**src/rtl/ram_arb_pkg.sv**
```systemverilog
// ram_arb_pkg: shared definitions for the SDRAM byte-port arbiter.
//   NPORTS          number of requesters
//   PORT_*          requester indices (ioctl, tape, fdd, cpu)
//   arb_state_t     scheduler states
//   next_port()     round-robin successor among ports 1..3
//   port_onehot()   port index to one-hot ack vector
package ram_arb_pkg;

   localparam int NPORTS = 4;

   localparam logic [1:0] PORT_IOCTL = 2'd0;
   localparam logic [1:0] PORT_TAPE  = 2'd1;
   localparam logic [1:0] PORT_FDD   = 2'd2;
   localparam logic [1:0] PORT_CPU   = 2'd3;

   typedef enum logic [1:0] {
      IDLE   = 2'd0,
      ACCESS = 2'd1,
      DONE   = 2'd2
   } arb_state_t;

   // Successor in the 1 -> 2 -> 3 -> 1 rotation; anything else restarts at 1.
   function automatic logic [1:0] next_port(input logic [1:0] p);
      logic [1:0] n;
      case (p)
         2'd1:    n = 2'd2;
         2'd2:    n = 2'd3;
         default: n = 2'd1;
      endcase
      return n;
   endfunction

   function automatic logic [NPORTS-1:0] port_onehot(input logic [1:0] p);
      return {{(NPORTS-1){1'b0}}, 1'b1} << p;
   endfunction

endpackage

```
**src/rtl/ram_arbiter_if.sv**
```systemverilog
// ram_arbiter_if: requester-side bundle of the SDRAM arbiter.
//   req/req_we       per-port level request and write qualifier
//   req_addr/req_din per-port address and write data, port i at [i*W +: W]
//   ack              one-cycle completion pulse per port
//   rdata            read data, valid in the ack cycle and held afterwards
// Modports: master = requesters, slave = arbiter.
interface ram_arbiter_if
   import ram_arb_pkg::*;
#(
   parameter int AW = 25,
   parameter int DW = 8
);
   logic [NPORTS-1:0]    req;
   logic [NPORTS-1:0]    req_we;
   logic [NPORTS*AW-1:0] req_addr;
   logic [NPORTS*DW-1:0] req_din;
   logic [NPORTS-1:0]    ack;
   logic [DW-1:0]        rdata;

   modport master (
      output req, req_we, req_addr, req_din,
      input  ack, rdata
   );

   modport slave (
      input  req, req_we, req_addr, req_din,
      output ack, rdata
   );
endinterface

```
**src/rtl/ram_arb_pick.sv**
```systemverilog
// ram_arb_pick: combinational winner selection for the SDRAM arbiter.
//   req     pending requests, bit 0 ioctl .. bit 3 cpu
//   ptr     round-robin start port (1..3)
//   winner  index of the selected port
//   valid   at least one request pending
// Port 0 always wins. With RAM_ARB_ROUND_ROBIN_EN defined, ports 1..3 are
// scanned starting at ptr; otherwise they use fixed priority 1 > 2 > 3 and
// ptr is ignored.
module ram_arb_pick
   import ram_arb_pkg::*;
(
   input  logic [NPORTS-1:0] req,
   input  logic [1:0]        ptr,
   output logic [1:0]        winner,
   output logic              valid
);

`ifdef RAM_ARB_ROUND_ROBIN_EN
   logic [1:0] cand_s;
   logic       found_s;

   // Priority select: ioctl first, then a rotating scan of ports 1..3.
   always_comb begin
      valid   = |req;
      winner  = PORT_IOCTL;
      cand_s  = ptr;
      found_s = 1'b0;
      if (req[PORT_IOCTL]) begin
         winner = PORT_IOCTL;
      end else begin
         for (int k = 0; k < 3; k++) begin
            if (!found_s && req[cand_s]) begin
               winner  = cand_s;
               found_s = 1'b1;
            end else begin
               found_s = found_s;
            end
            cand_s = next_port(cand_s);
         end
      end
   end
`else
   logic unused_ptr_s;
   assign unused_ptr_s = ^ptr;

   // Priority select: ioctl first, then fixed tape > fdd > cpu.
   always_comb begin
      valid  = |req;
      winner = PORT_IOCTL;
      if (req[PORT_IOCTL]) begin
         winner = PORT_IOCTL;
      end else if (req[PORT_TAPE]) begin
         winner = PORT_TAPE;
      end else if (req[PORT_FDD]) begin
         winner = PORT_FDD;
      end else if (req[PORT_CPU]) begin
         winner = PORT_CPU;
      end else begin
         winner = PORT_IOCTL;
      end
   end
`endif

endmodule

```
**src/rtl/ram_arbiter.sv**
```systemverilog
// ram_arbiter: registered request/acknowledge scheduler for the shared SDRAM
// byte port (ioctl, tape, fdd, cpu requesters).
//   clk_sys, reset_n     clock and asynchronous active-low reset
//   bus (slave)          requester bundle: req/req_we/req_addr/req_din in,
//                        ack/rdata out
//   ram_addr/ram_din     address and write data to sram
//   ram_we/ram_rd        strobes, held ACCESS_CYCLES cycles per access
//   ram_dout             read data from sram
//   busy                 high while an access is in ACCESS or DONE
//   grant_id             port being served, holds last value while idle
// Optional macro RAM_ARB_ROUND_ROBIN_EN: round-robin among ports 1..3
// (default build: fixed priority 1 > 2 > 3). Port 0 always has priority.
module ram_arbiter
   import ram_arb_pkg::*;
#(
   parameter int AW            = 25,
   parameter int DW            = 8,
   parameter int ACCESS_CYCLES = 4
)(
   input  logic          clk_sys,
   input  logic          reset_n,
   ram_arbiter_if.slave  bus,
   output logic [AW-1:0] ram_addr,
   output logic [DW-1:0] ram_din,
   output logic          ram_we,
   output logic          ram_rd,
   input  logic [DW-1:0] ram_dout,
   output logic          busy,
   output logic [1:0]    grant_id
);

   localparam logic [3:0] CNT_LOAD = 4'(ACCESS_CYCLES - 1);

   arb_state_t        state_r, next_state_s;
   logic [3:0]        cnt_r, cnt_s;
   logic [1:0]        ptr_s, win_s, grant_r, grant_s;
   logic              win_vld_s;
   logic [AW-1:0]     ram_addr_r, ram_addr_s, sel_addr_s;
   logic [DW-1:0]     ram_din_r, ram_din_s, sel_din_s;
   logic              ram_we_r, ram_we_s, ram_rd_r, ram_rd_s;
   logic [DW-1:0]     rdata_r, rdata_s;
   logic [NPORTS-1:0] ack_r, ack_s;
   logic              busy_r, busy_s;

   ram_arb_pick u_pick (
      .req    (bus.req),
      .ptr    (ptr_s),
      .winner (win_s),
      .valid  (win_vld_s)
   );

`ifdef RAM_ARB_ROUND_ROBIN_EN
   logic [1:0] ptr_r;

   // Round-robin pointer: advances past each served port 1..3, ioctl leaves it.
   always_ff @(posedge clk_sys or negedge reset_n) begin
      if (!reset_n) begin
         ptr_r <= PORT_TAPE;
      end else if ((state_r == IDLE) && win_vld_s && (win_s != PORT_IOCTL)) begin
         ptr_r <= next_port(win_s);
      end else begin
         ptr_r <= ptr_r;
      end
   end

   assign ptr_s = ptr_r;
`else
   assign ptr_s = PORT_TAPE;
`endif

   assign sel_addr_s = bus.req_addr[int'(win_s)*AW +: AW];
   assign sel_din_s  = bus.req_din[int'(win_s)*DW +: DW];

   // State register.
   always_ff @(posedge clk_sys or negedge reset_n) begin
      if (!reset_n) begin
         state_r <= IDLE;
      end else begin
         state_r <= next_state_s;
      end
   end

   // Next-state logic; the counter is only reloaded from IDLE so it never wraps.
   always_comb begin
      next_state_s = state_r;
      case (state_r)
         IDLE: begin
            if (win_vld_s) begin
               next_state_s = ACCESS;
            end else begin
               next_state_s = IDLE;
            end
         end
         ACCESS: begin
            if (cnt_r == 4'd0) begin
               next_state_s = DONE;
            end else begin
               next_state_s = ACCESS;
            end
         end
         DONE:    next_state_s = IDLE;
         default: next_state_s = IDLE;
      endcase
   end

   // Output logic: next values of all registered outputs and the counter.
   always_comb begin
      ram_addr_s = ram_addr_r;
      ram_din_s  = ram_din_r;
      ram_we_s   = ram_we_r;
      ram_rd_s   = ram_rd_r;
      grant_s    = grant_r;
      rdata_s    = rdata_r;
      cnt_s      = cnt_r;
      ack_s      = '0;
      busy_s     = 1'b0;
      case (state_r)
         IDLE: begin
            if (win_vld_s) begin
               grant_s    = win_s;
               ram_addr_s = sel_addr_s;
               ram_we_s   = bus.req_we[win_s];
               ram_rd_s   = ~bus.req_we[win_s];
               cnt_s      = CNT_LOAD;
               busy_s     = 1'b1;
               if (bus.req_we[win_s]) begin
                  ram_din_s = sel_din_s;
               end else begin
                  ram_din_s = ram_din_r;
               end
            end else begin
               ram_we_s = 1'b0;
               ram_rd_s = 1'b0;
            end
         end
         ACCESS: begin
            busy_s = 1'b1;
            if (cnt_r == 4'd0) begin
               // Last strobe cycle: sample sram and raise ack for the DONE cycle.
               if (ram_rd_r) begin
                  rdata_s = ram_dout;
               end else begin
                  rdata_s = rdata_r;
               end
               ram_we_s = 1'b0;
               ram_rd_s = 1'b0;
               ack_s    = port_onehot(grant_r);
            end else begin
               cnt_s = cnt_r - 4'd1;
            end
         end
         DONE: begin
            busy_s = 1'b0;
         end
         default: begin
            ram_we_s = 1'b0;
            ram_rd_s = 1'b0;
         end
      endcase
   end

   // Datapath and output registers.
   always_ff @(posedge clk_sys or negedge reset_n) begin
      if (!reset_n) begin
         ram_addr_r <= '0;
         ram_din_r  <= '0;
         ram_we_r   <= 1'b0;
         ram_rd_r   <= 1'b0;
         grant_r    <= 2'd0;
         rdata_r    <= '0;
         cnt_r      <= 4'd0;
         ack_r      <= '0;
         busy_r     <= 1'b0;
      end else begin
         ram_addr_r <= ram_addr_s;
         ram_din_r  <= ram_din_s;
         ram_we_r   <= ram_we_s;
         ram_rd_r   <= ram_rd_s;
         grant_r    <= grant_s;
         rdata_r    <= rdata_s;
         cnt_r      <= cnt_s;
         ack_r      <= ack_s;
         busy_r     <= busy_s;
      end
   end

   assign ram_addr  = ram_addr_r;
   assign ram_din   = ram_din_r;
   assign ram_we    = ram_we_r;
   assign ram_rd    = ram_rd_r;
   assign grant_id  = grant_r;
   assign busy      = busy_r;
   assign bus.ack   = ack_r;
   assign bus.rdata = rdata_r;

endmodule
```
**src/flat_wrapper.sv**
```systemverilog
// flat-port wrapper written by rule: the top's interface ports become plain ports
module ram_arbiter_flat import ram_arb_pkg::*;
#(
   parameter int AW            = 25,
   parameter int DW            = 8,
   parameter int ACCESS_CYCLES = 4
)
  (clk_sys, reset_n, ram_addr, ram_din, ram_we, ram_rd, ram_dout, busy, grant_id, bus_req, bus_req_we, bus_req_addr, bus_req_din, bus_ack, bus_rdata);
  ram_arbiter_if #(.AW(AW), .DW(DW)) bus_i ();
  input  logic clk_sys;
  input  logic reset_n;
  output logic [AW-1:0] ram_addr;
  output logic [DW-1:0] ram_din;
  output logic ram_we;
  output logic ram_rd;
  input  logic [DW-1:0] ram_dout;
  output logic busy;
  output logic [1:0] grant_id;
  input wire logic [$bits(bus_i.req)-1:0] bus_req;
  input wire logic [$bits(bus_i.req_we)-1:0] bus_req_we;
  input wire logic [$bits(bus_i.req_addr)-1:0] bus_req_addr;
  input wire logic [$bits(bus_i.req_din)-1:0] bus_req_din;
  output wire logic [$bits(bus_i.ack)-1:0] bus_ack;
  output wire logic [$bits(bus_i.rdata)-1:0] bus_rdata;
  assign bus_i.req = bus_req;
  assign bus_i.req_we = bus_req_we;
  assign bus_i.req_addr = bus_req_addr;
  assign bus_i.req_din = bus_req_din;
  assign bus_ack = bus_i.ack;
  assign bus_rdata = bus_i.rdata;
  ram_arbiter #(.AW(AW), .DW(DW), .ACCESS_CYCLES(ACCESS_CYCLES)) u_core (.clk_sys(clk_sys), .reset_n(reset_n), .bus(bus_i), .ram_addr(ram_addr), .ram_din(ram_din), .ram_we(ram_we), .ram_rd(ram_rd), .ram_dout(ram_dout), .busy(busy), .grant_id(grant_id));
endmodule
```
**config.mk**
```make
export PLATFORM = sky130hd
export DESIGN_NAME = ram_arbiter_flat
export DESIGN_NICKNAME = d
export VERILOG_FILES = /design/src/rtl/ram_arb_pkg.sv /design/src/rtl/ram_arbiter_if.sv /design/src/rtl/ram_arb_pick.sv /design/src/rtl/ram_arbiter.sv /design/src/flat_wrapper.sv
export SDC_FILE = /design/constraint.sdc
export NUM_CORES = 1
export LEC_CHECK = 0
export BUFFER_PORTS_ARGS = -buffer_cell sky130_fd_sc_hd__buf_2
export CAP_MARGIN = 20
export CELL_PAD_IN_SITES_DETAIL_PLACEMENT = 1
export CELL_PAD_IN_SITES_GLOBAL_PLACEMENT = 2
export CORE_UTILIZATION = 26
export CTS_CLUSTER_DIAMETER = 40
export CTS_CLUSTER_SIZE = 16
export DETAILED_ROUTE_END_ITERATION = 8
export PLACE_DENSITY = 0.94
export SYNTH_ARGS = -nofsm -noshare
export SYNTH_HDL_FRONTEND = slang
export SYNTH_HIERARCHICAL = 1
export SYNTH_SLANG_ARGS = --single-unit
```
**constraint.sdc**
```tcl
create_clock -name clk_sys -period 3.29 [get_ports clk_sys]
set_input_delay 0.658 -clock clk_sys [delete_from_list [all_inputs] [get_ports clk_sys]]
set_output_delay 0.658 -clock clk_sys [all_outputs]
set_load 0.03 [all_outputs]
```
==> reports/metrics.yaml, run 1 <==
placed_design:
  dp.final_hpwl_mm: 7.82
  dpl-instance-area_um2: 4210
  gp_congestion: 0.792
  port_buffers: 199
  post-place-ws_ns: 0.655
critical_path:
  r2r-start: "u_core/cnt_r[0]"
  required_ns: 3.47
  reg2reg_setup_slack_ns: 1.37
  endpoint_kind: "flop"
  cp_num_buf_inv: 2
  crit_fanout: 11
  cp-start-kind: "input port"
  crit_path_max_incr_delay_ns: 0.54
  crit_path_top_delay_cell: "mux4_2"
  crit_family: "multiplexers"
  r2r-end: "u_core/bus.rdata[0]"
  crit_type: "in2reg"
  cp_cell_sequence: "buf_2, nand2b_1, a21oi_4, buf_4, mux4_2, mux2_2"
  reg2regPathDepth: 5
  worstPathArrival_ns: 2.48
sta:
  setup_tns_ns: 0
  fin_ws_ns: 0.991
  hold_viol_final: 0
  fin_crit_ns: 2.30
  slew_violations: 0
  rsz0062_at_grt: "no"
  slew_headroom: 0.524
  worst_pin_slew_ns: 0.714
  fin_hold_ws_ns: 0.470
  skew_ns: 0.00502
  final.period_utilization: 0.699
  fmax_ghz: 0.435
  setup_viol: 0
synth:
  synthCells: 251
  synth_warnings: 6
  mappedNetlistNets: 402
  syn_area_um2: 3040
  synth_area_per_cell_um2: 12.1
detailed_routing:
  vias: 2757
  postRouteAntennaNets: 0
  first_pass_iters: 4
  via_per_inst: 4.66
  wl_per_cell_um: 15.8
  drtIter0Drc: 90
  drc: 0
  routed_wirelength_mm: 9.36
clock_network:
  cts.path.max_buffers: 2
  post_cts_resized: 0
  cts_setup_buffers: 0
  cts_tree: "done"
  hold_buffers: 0
  root_buffer: "clkbuf_16"
  numCtsBuffers: 5
  cts.sinks: 56
  ctsHtreeMaxLevel: 2
  clk_latency_ns: 0.29
  path_clk_slew_ns: 0.07
floorplanning:
  fp-row-count: 39
  core_area_um2: 11400
  die_area_um2: 12100
  die_x_um: 110
  initial_utilization: 0.266
  die_h_um: 110
  ios: 200
cells_and_area:
  layout_common_cells: "buf_2, nand2_1, dfrtp_1"
  syn2layout_area_growth_pct: 43.8
  fin_util: 0.383
  drive_gt1_frac: 0.597
  final_common_cell: "buf_2"
  nets: 599
  antenna_cells: 0
  design_area_um2: 4370
pwr:
  switchingPower_mw: 1.58
  seqPwrFrac: 0.336
  power_frac_clock: 0.169
  powerDensity_nw_per_um2: 811
  irDropWorstVdd_mv: 0.337
  leakage_nw: 2.25
  p_int_mw: 1.97
  switching_share: 0.445
  pwr-share-comb: 0.495
global_route:
  grt_max_degree: 57
  antenna_found_initial: 0
  grt_pass1_vias: 2854
  gr-usage-all-layers: 0.161
  grt_pass1_wl_mm: 14.5
  grt_overflow: 0
job:
  maxCapViolations: 0
hold_path:
  hold_path_end: "u_core/ram_addr[17]"
  min-delay-start: "u_core/ram_addr[17]"
  hp-class: "reg2reg"
  worstHoldPathCells: 2
status:
  outcome: "finished, final reports clean"
## power by group through the flow
stage	sequential [mW]	clock, mW	combinational [mW]
floorplan	1.75	0	0.641
global placement	1.19	0	1.74
detailed placement	1.21	0	1.79
CTS	1.20	0.623	1.79
global route	1.24	0.658	1.92
finish	1.19	0.598	1.76
## stage by stage
stage | power [mW] | instances
final | 3.55 | 592
after CTS | 3.61 | 592
after global placement | 2.93 | 584
after detailed placement | 3.00 | 584
after global routing | 3.81 | 592
after floorplan | 2.39 | 251
## layout make-up
class                      instances  area, µm²
timing repair buffer             206       1060
inverter                           4       15.0
fill                            1363       7040
tap                              143        179
sequential                        56       1400
clock buffer                       6        129
clock inverter                     2       35.0
multi-input combinational        175       1550
## per-layer routing
layer	part of all wire	GRT usage	up-vias
met5	0	0	-
met3	0.076	0.0370	9
met4	0.018	0.0545	0
li1	-	-	1283
met1	0.39	0.189	1327
met2	0.51	0.288	138
## worst min-delay path: stages (launching register included)
cell	delay [ns]
dfrtp_1	0.34
nand2_1	0.05
nand2_1	0.05
## registers in the layout, indices dropped and copies added, names as in the netlist, 2 cells and up
signal / count
u_core/grant_id: 2
u_core/ram_din: 8
u_core/cnt_r: 4
u_core/ram_addr: 25
u_core/bus.ack: 4
u_core/state_r: 2
u_core/bus.rdata: 8
## how the worst max path moves through the flow
stage | slack (ns) | to | cells after the start | start
2_1_floorplan | 1.09 | u_core/ram_din[0] | 6 | bus_req[2]
3_3_place_gp | 0.70 | u_core/ram_din[4] | 6 | bus_req[2]
3_5_place_dp | 0.65 | u_core/ram_din[7] | 6 | bus_req[2]
4_1_cts | 0.97 | u_core/ram_din[7] | 6 | bus_req[2]
5_1_grt | 0.87 | u_core/ram_din[4] | 6 | bus_req[2]
6_report | 0.99 | u_core/ram_din[1] | 6 | bus_req[2]
Power figures use the tool's default switching activity.
==> run 2: changes to the inputs <==
--- a/config.mk
+++ b/config.mk
@@ -5,15 +5,16 @@
 export SDC_FILE = /design/constraint.sdc
 export NUM_CORES = 1
 export LEC_CHECK = 0
+export ABC_AREA = 1
 export BUFFER_PORTS_ARGS = -buffer_cell sky130_fd_sc_hd__buf_2
 export CAP_MARGIN = 20
 export CELL_PAD_IN_SITES_DETAIL_PLACEMENT = 1
 export CELL_PAD_IN_SITES_GLOBAL_PLACEMENT = 2
-export CORE_UTILIZATION = 26
+export CORE_UTILIZATION = 19
 export CTS_CLUSTER_DIAMETER = 40
 export CTS_CLUSTER_SIZE = 16
 export DETAILED_ROUTE_END_ITERATION = 8
-export PLACE_DENSITY = 0.94
+export PLACE_DENSITY = 0.85
 export SYNTH_ARGS = -nofsm -noshare
 export SYNTH_HDL_FRONTEND = slang
 export SYNTH_HIERARCHICAL = 1
==> constraint.sdc (replaced) <==
create_clock -name clk_sys -period 1.9 [get_ports clk_sys]
set_input_delay 0.38 -clock clk_sys [delete_from_list [all_inputs] [get_ports clk_sys]]
set_output_delay 0.38 -clock clk_sys [all_outputs]
set_load 0.03 [all_outputs]
==> run 2 against run 1 <==
Critical path depth shrank 5. Synthesized cell count is 98% higher. Global-route usage decreased by 1.8 points. Worst setup slack worse by 0.61 ns. Combinational power up 91%. Highest routed layer unchanged.
==> reports/metrics.yaml, run 2 <==
hold_path:
  hp-class: "in2async"  # was reg2reg
floorplanning:
  core_area_um2: 17200  # was 11400 µm²
  die_h_um: 135  # was 110 µm
  initial_utilization: 0.194  # was 0.266
  fp-row-count: 48  # was 39
  die_area_um2: 18100  # was 12100 µm²
  ios: 200  # unchanged
  die_x_um: 135  # was 110 µm
global_route:
  grt_pass1_vias: 3864  # was 2854
  antenna_found_initial: 0  # unchanged
  grt_max_degree: 49  # was 57
  grt_pass1_wl_mm: 20.1  # was 14.5 mm
  grt_overflow: 0  # unchanged
  gr-usage-all-layers: 0.143  # was 0.161
clock_network:
  cts.sinks: 56  # unchanged
  hold_buffers: 0  # unchanged
  post_cts_resized: 0  # unchanged
  root_buffer: "clkbuf_16"  # unchanged
  cts_setup_buffers: 0  # unchanged
  clk_latency_ns: 0.30  # was 0.29 ns
  path_clk_slew_ns: 0.08  # was 0.07 ns
  ctsHtreeMaxLevel: 2  # unchanged
  cts.path.max_buffers: 2  # unchanged
  cts_tree: "done"  # unchanged
  numCtsBuffers: 5  # unchanged
sta:
  slew_violations: 0  # unchanged
  slew_headroom: 0.667  # was 0.524
  setup_viol: 0  # unchanged
  fin_crit_ns: 1.52
  final.period_utilization: 0.801
  hold_viol_final: 0  # unchanged
  fmax_ghz: 0.657
  worst_pin_slew_ns: 0.499  # was 0.714 ns
  skew_ns: 0.00650  # was 0.00502 ns
  rsz0062_at_grt: "no"  # unchanged
  setup_tns_ns: 0  # unchanged
critical_path:
  reg2reg_setup_slack_ns: 0.47  # was 1.37 ns
  crit_path_top_delay_cell: "dfrtp_1"  # was mux4_2
  cp-start-kind: "flop"  # was input port
  crit_type: "reg2out"  # was in2reg
  r2r-end: "u_core/bus.rdata[0]"  # unchanged
  crit_path_max_incr_delay_ns: 0.57  # was 0.54 ns
  reg2regPathDepth: 7  # was 5
  worstPathArrival_ns: 1.14  # was 2.48 ns
  cp_cell_sequence: "buf_2"  # was buf_2, nand2b_1, a21oi_4, buf_4, mux4_2, mux2_2
  required_ns: 1.52  # was 3.47 ns
  crit_fanout: 11  # unchanged
  r2r-start: "u_core/cnt_r[0]"  # unchanged
  cp_num_buf_inv: 1  # was 2
  endpoint_kind: "primary output"  # was flop
  crit_family: "flip-flops"  # was multiplexers
cells_and_area:
  syn2layout_area_growth_pct: 43.1  # was 43.8%
  antenna_cells: 0  # unchanged
  final_common_cell: "buf_2"  # unchanged
  nets: 846  # was 599
  fillers: 2220  # was 1363
  fin_cells: 921  # was 592
  layout_common_cells: "buf_2, nand2_1, nor2_1"  # was buf_2, nand2_1, dfrtp_1
  largest_register_ffs: 25  # unchanged
  drive_gt1_frac: 0.343  # was 0.597
detailed_routing:
  vias: 3797  # was 2757
  via_per_inst: 4.12  # was 4.66
  drtIter0Drc: 51  # was 90
  first_pass_iters: 4  # unchanged
  wl_per_cell_um: 14.0  # was 15.8 µm
  drc: 0  # unchanged
  routed_wirelength_mm: 12.9  # was 9.36 mm
  postRouteAntennaNets: 0  # unchanged
placed_design:
  dp.cells: 913  # was 584
  dp.final_hpwl_mm: 9.91  # was 7.82 mm
  gp_congestion: 0.780  # was 0.792
  port_buffers: 199  # unchanged
job:
  maxCapViolations: 0  # unchanged
synth:
  synth_area_per_cell_um2: 6.71  # was 12.1 µm²
  syn_area_um2: 3340  # was 3040 µm²
  synth_warnings: 6  # unchanged
  mappedNetlistNets: 649  # was 402
  synthCells: 498  # was 251
pwr:
  powerDensity_nw_per_um2: 1330  # was 811 nW/µm²
  irDropWorstVdd_mv: 0.409  # was 0.337 mV
  leakage_nw: 2.67  # was 2.25 nW
status:
  outcome: "finished, final reports clean"  # unchanged
run 2: how the worst max path moves through the flow:
stage                          from  slack (ns)  cells past startpoint                   to
floorplan                bus_req[2]        0.48                      8  u_core/ram_addr[10]
global placement         bus_req[2]        0.15                     11   u_core/ram_addr[5]
detailed placement       bus_req[2]        0.15                     11   u_core/ram_addr[5]
CTS                   u_core/ram_rd        0.35                      1               ram_rd
global route        u_core/cnt_r[0]        0.28                      7  u_core/bus.rdata[3]
finish                u_core/ram_rd        0.38                      1               ram_rd
run 2: power by group:
part | total [mW] | internal [mW] | switching, mW | leakage (nW)
Sequential | 2.06 | 1.73 | 0.331 | 0.694
Combinational | 3.36 | 1.02 | 2.33 | 1.91
Clock | 0.958 | 0.494 | 0.464 | 0.0671
Total | 6.38 | 3.25 | 3.13 | 2.67
run 2: per-layer routing:
layer | GRT usage | part of all wire
met5 | 0 | 0
met4 | 0.0368 | 0.013
met3 | 0.0293 | 0.056
met2 | 0.260 | 0.50
met1 | 0.169 | 0.43
run 2: through the flow:
| stage | setup WS, ns | util | cell area [µm²] | hold slack [ns] | power (mW) |
|---|---|---|---|---|---|
| global placement | 0.153 | 0.269 | 4640 | 0.379 | 5.44 |
| finish | 0.377 | 0.278 | 4780 | 0.0362 | 6.38 |
| detailed placement | 0.151 | 0.269 | 4640 | 0.380 | 5.51 |
| global route | 0.281 | 0.278 | 4780 | 0.0626 | 6.91 |
| floorplan | 0.480 | - | 3340 | 0.0844 | 4.27 |
| CTS | 0.354 | 0.278 | 4780 | 0.0512 | 6.51 |
run 2: final cells by class:
cell class              count  area (µm²)  area share
multi-input cells         393        1700       0.355
flip-flops and latches     56        1400       0.293
repair buffers            218        1180       0.246
well taps                 225         282      0.0589
clock buffers               6         129      0.0269
inverters                  21        78.8      0.0165
clock inverters             2        16.3     0.00340
==> run 3: changes to the inputs <==
--- a/config.mk
+++ b/config.mk
@@ -5,16 +5,16 @@
 export SDC_FILE = /design/constraint.sdc
 export NUM_CORES = 1
 export LEC_CHECK = 0
-export ABC_AREA = 1
+export ABC_AREA = 0
 export BUFFER_PORTS_ARGS = -buffer_cell sky130_fd_sc_hd__buf_2
 export CAP_MARGIN = 20
 export CELL_PAD_IN_SITES_DETAIL_PLACEMENT = 1
 export CELL_PAD_IN_SITES_GLOBAL_PLACEMENT = 2
-export CORE_UTILIZATION = 19
+export CORE_UTILIZATION = 22
 export CTS_CLUSTER_DIAMETER = 40
 export CTS_CLUSTER_SIZE = 16
 export DETAILED_ROUTE_END_ITERATION = 8
-export PLACE_DENSITY = 0.85
+export PLACE_DENSITY = 0.86
 export SYNTH_ARGS = -nofsm -noshare
 export SYNTH_HDL_FRONTEND = slang
 export SYNTH_HIERARCHICAL = 1
==> constraint.sdc (replaced) <==
create_clock -name clk_sys -period 1.4 [get_ports clk_sys]
set_input_delay 0.28 -clock clk_sys [delete_from_list [all_inputs] [get_ports clk_sys]]
set_output_delay 0.28 -clock clk_sys [all_outputs]
set_load 0.03 [all_outputs]
==> run 3 against run 2 <==
Die area shrank 21%. Power rose by 43%. Via count shrank 24%. The flow now finishes with violations (setup timing). Critical endpoint is now u_core/ram_din[2]. Critical path depth increased by 5. Register-to-register slack lost 0.58 ns. Routed wire length fell by 21%. First-iteration DRC count rose by 98%. Worst setup slack worse by 0.58 ns. Highest routed layer unchanged. Global-route usage shrank 0.26 points. Sequential power increased by 39%. Utilization is 8.8 points higher.
==> reports/metrics.yaml, run 3 (synthesis gave the netlist of run 1 again) <==
placed_design:
  gp_congestion: 0.732  # was 0.780
  port_buffers: 199  # unchanged
  dp.final_hpwl_mm: 7.90  # was 9.91 mm
  dpl-instance-area_um2: 4450  # was 4640 µm²
  post-place-ws_ns: -0.529  # was 0.151 ns
cells_and_area:
  multi_input_area_um2: 1740  # was 1700 µm²
  largest_register_ffs: 25  # unchanged
  syn2layout_area_growth_pct: 60.4  # was 43.1%
  layout_common_cells: "buf_2, nand2_1, dfrtp_1"  # was buf_2, nand2_1, nor2_1
  fillers: 1557  # was 2220
  design_area_um2: 4880  # was 4780 µm²
  regArea_um2: 1400  # about the same
  final_common_cell: "buf_2"  # unchanged
  nets: 625  # was 846
  drive_gt1_frac: 0.676  # was 0.343
  antenna_cells: 0  # unchanged
critical_path:
  crit_path_max_incr_delay_ns: 0.64  # was 0.57 ns
  required_ns: 1.57  # was 1.52 ns
  cp_cell_sequence: "buf_6, nand2b_4, a21oi_4, mux4_2, nand2_8, mux2_4"  # was buf_2
  cp-start-kind: "input port"  # was flop
  crit_type: "in2reg"  # was reg2out
  cp_num_buf_inv: 1  # unchanged
  crit_fanout: 5  # was 11
  endpoint_kind: "flop"  # was primary output
  crit_family: "multiplexers"  # was flip-flops
  crit_path_top_delay_cell: "mux4_2"  # was dfrtp_1
  worstPathArrival_ns: 1.77  # was 1.14 ns
sta:
  fmax_ghz: 0.625
  final.period_utilization: 1.14
  skew_ns: 0.00913  # was 0.00650 ns
  hold_viol_final: 0  # unchanged
  slew_headroom: 0.673  # was 0.667
  fin_ws_ns: -0.200  # was 0.377 ns
  worst_pin_slew_ns: 0.491  # was 0.499 ns
  slew_violations: 0  # unchanged
  rsz0062_at_grt: "yes"  # was no
  fin_crit_ns: 1.60
  setup_viol: 47  # was 0
  fin_hold_ws_ns: 0.221  # was 0.0362 ns
detailed_routing:
  postRouteAntennaNets: 0  # unchanged
  wl_per_cell_um: 15.5  # was 14.0 µm
  drc: 0  # unchanged
  routed_wirelength_mm: 10.1  # was 12.9 mm
  first_pass_iters: 4  # unchanged
  vias: 2896  # was 3797
  via_per_inst: 4.45  # was 4.12
  drtIter0Drc: 101  # was 51
floorplanning:
  die_x_um: 120  # was 135 µm
  fp-row-count: 42  # was 48
  die_h_um: 120  # was 135 µm
  initial_utilization: 0.228  # was 0.194
  ios: 200  # unchanged
  die_area_um2: 14300  # was 18100 µm²
  core_area_um2: 13300  # was 17200 µm²
global_route:
  grt_pass1_vias: 3115  # was 3864
  grt_max_degree: 57  # was 49
  gr-usage-all-layers: 0.140  # was 0.143
  grt_overflow: 0  # unchanged
  antenna_found_initial: 0  # unchanged
  grt_pass1_wl_mm: 15.9  # was 20.1 mm
job:
  maxCapViolations: 0  # unchanged
hold_path:
  hp-class: "in2reg"  # was in2async
clock_network:
  clk_latency_ns: 0.29  # was 0.30 ns
  cts.path.max_buffers: 2  # unchanged
  ctsHtreeMaxLevel: 2  # unchanged
  path_clk_slew_ns: 0.08  # about the same
  numCtsBuffers: 5  # unchanged
  root_buffer: "clkbuf_16"  # unchanged
  cts.sinks: 56  # unchanged
  cts_tree: "done"  # unchanged
pwr:
  total_power_mw: 9.10  # was 6.38 mW
  irDropWorstVdd_mv: 0.544  # was 0.409 mV
  leakage_nw: 2.49  # was 2.67 nW
  powerDensity_nw_per_um2: 1860  # was 1330 nW/µm²
status:
  violations: "setup timing"
  outcome: "complete, but fails checks"  # was finished, final reports clean
-- run 3: cell count changes in the layout (fill, tap and decap cells not counted), moves of 18 or more --
cell / previous run / this run
o211ai_1: 19 / 1
nand3_1: 24 / 0
nand2_1: 193 / 82
mux4_2: 0 / 33
nor2_1: 100 / 4
o21ai_0: 28 / 0
-- run 3: final cells by class --
type | count | share of cell area
Clock buffer | 5 | 0.0256
Clock inverter | 3 | 0.00461
Timing Repair Buffer | 231 | 0.277
Tap cell | 176 | 0.0451
Inverter | 4 | 0.00308
Sequential cell | 56 | 0.288
Multi-Input combinational cell | 176 | 0.357
-- run 3: worst paths after layout --
check,from,to,slack (ns),cells after the start
max,bus_req[2],u_core/ram_din[2],-0.20,6
min,ram_dout[6],u_core/bus.rdata[6],0.22,2
max reg2reg,u_core/state_r[1],u_core/ram_din[7],-0.11,3
min reg2reg,u_core/ram_addr[15],u_core/ram_addr[15],0.47,2
max in group asynchronous,reset_n,u_core/state_r[0],0.61,3
min in group asynchronous,reset_n,u_core/ram_addr[22],0.54,3
-- run 3: stage by stage --
| stage | utilization | instances | setup TNS [ns] |
|---|---|---|---|
| floorplan | - | 251 | -10.45 |
| global placement | 0.333 | 629 | -16.59 |
| detailed placement | 0.333 | 629 | -18.75 |
| CTS | 0.359 | 647 | -6.17 |
| global route | 0.366 | 651 | -7.89 |
| finish | 0.366 | 651 | -5.25 |
-- run 3: layer usage --
layer,track usage,up-vias,wire length (µm)
met4,0.0375,0,121
met3,0.0242,6,613
li1,-,1339,-
met1,0.163,1436,3840
met2,0.262,115,5540
met5,0,-,0
-- run 3: report_power, final --
part / leakage [nW] / switching (mW) / internal [mW] / total (mW)
Combinational: 1.73 / 2.99 / 1.98 / 4.97
Clock: 0.0742 / 0.591 / 0.671 / 1.26
Sequential: 0.682 / 0.497 / 2.37 / 2.86
-- run 3: timing repair --
action                                  CTS  global route
endpoints found under the hold margin    41             0
resized for setup                        28            12
endpoints found under the setup margin   52            55
cloned                                    1             1
pin swaps                                10             4
setup buffers                             9             4
hold buffers                              1             0
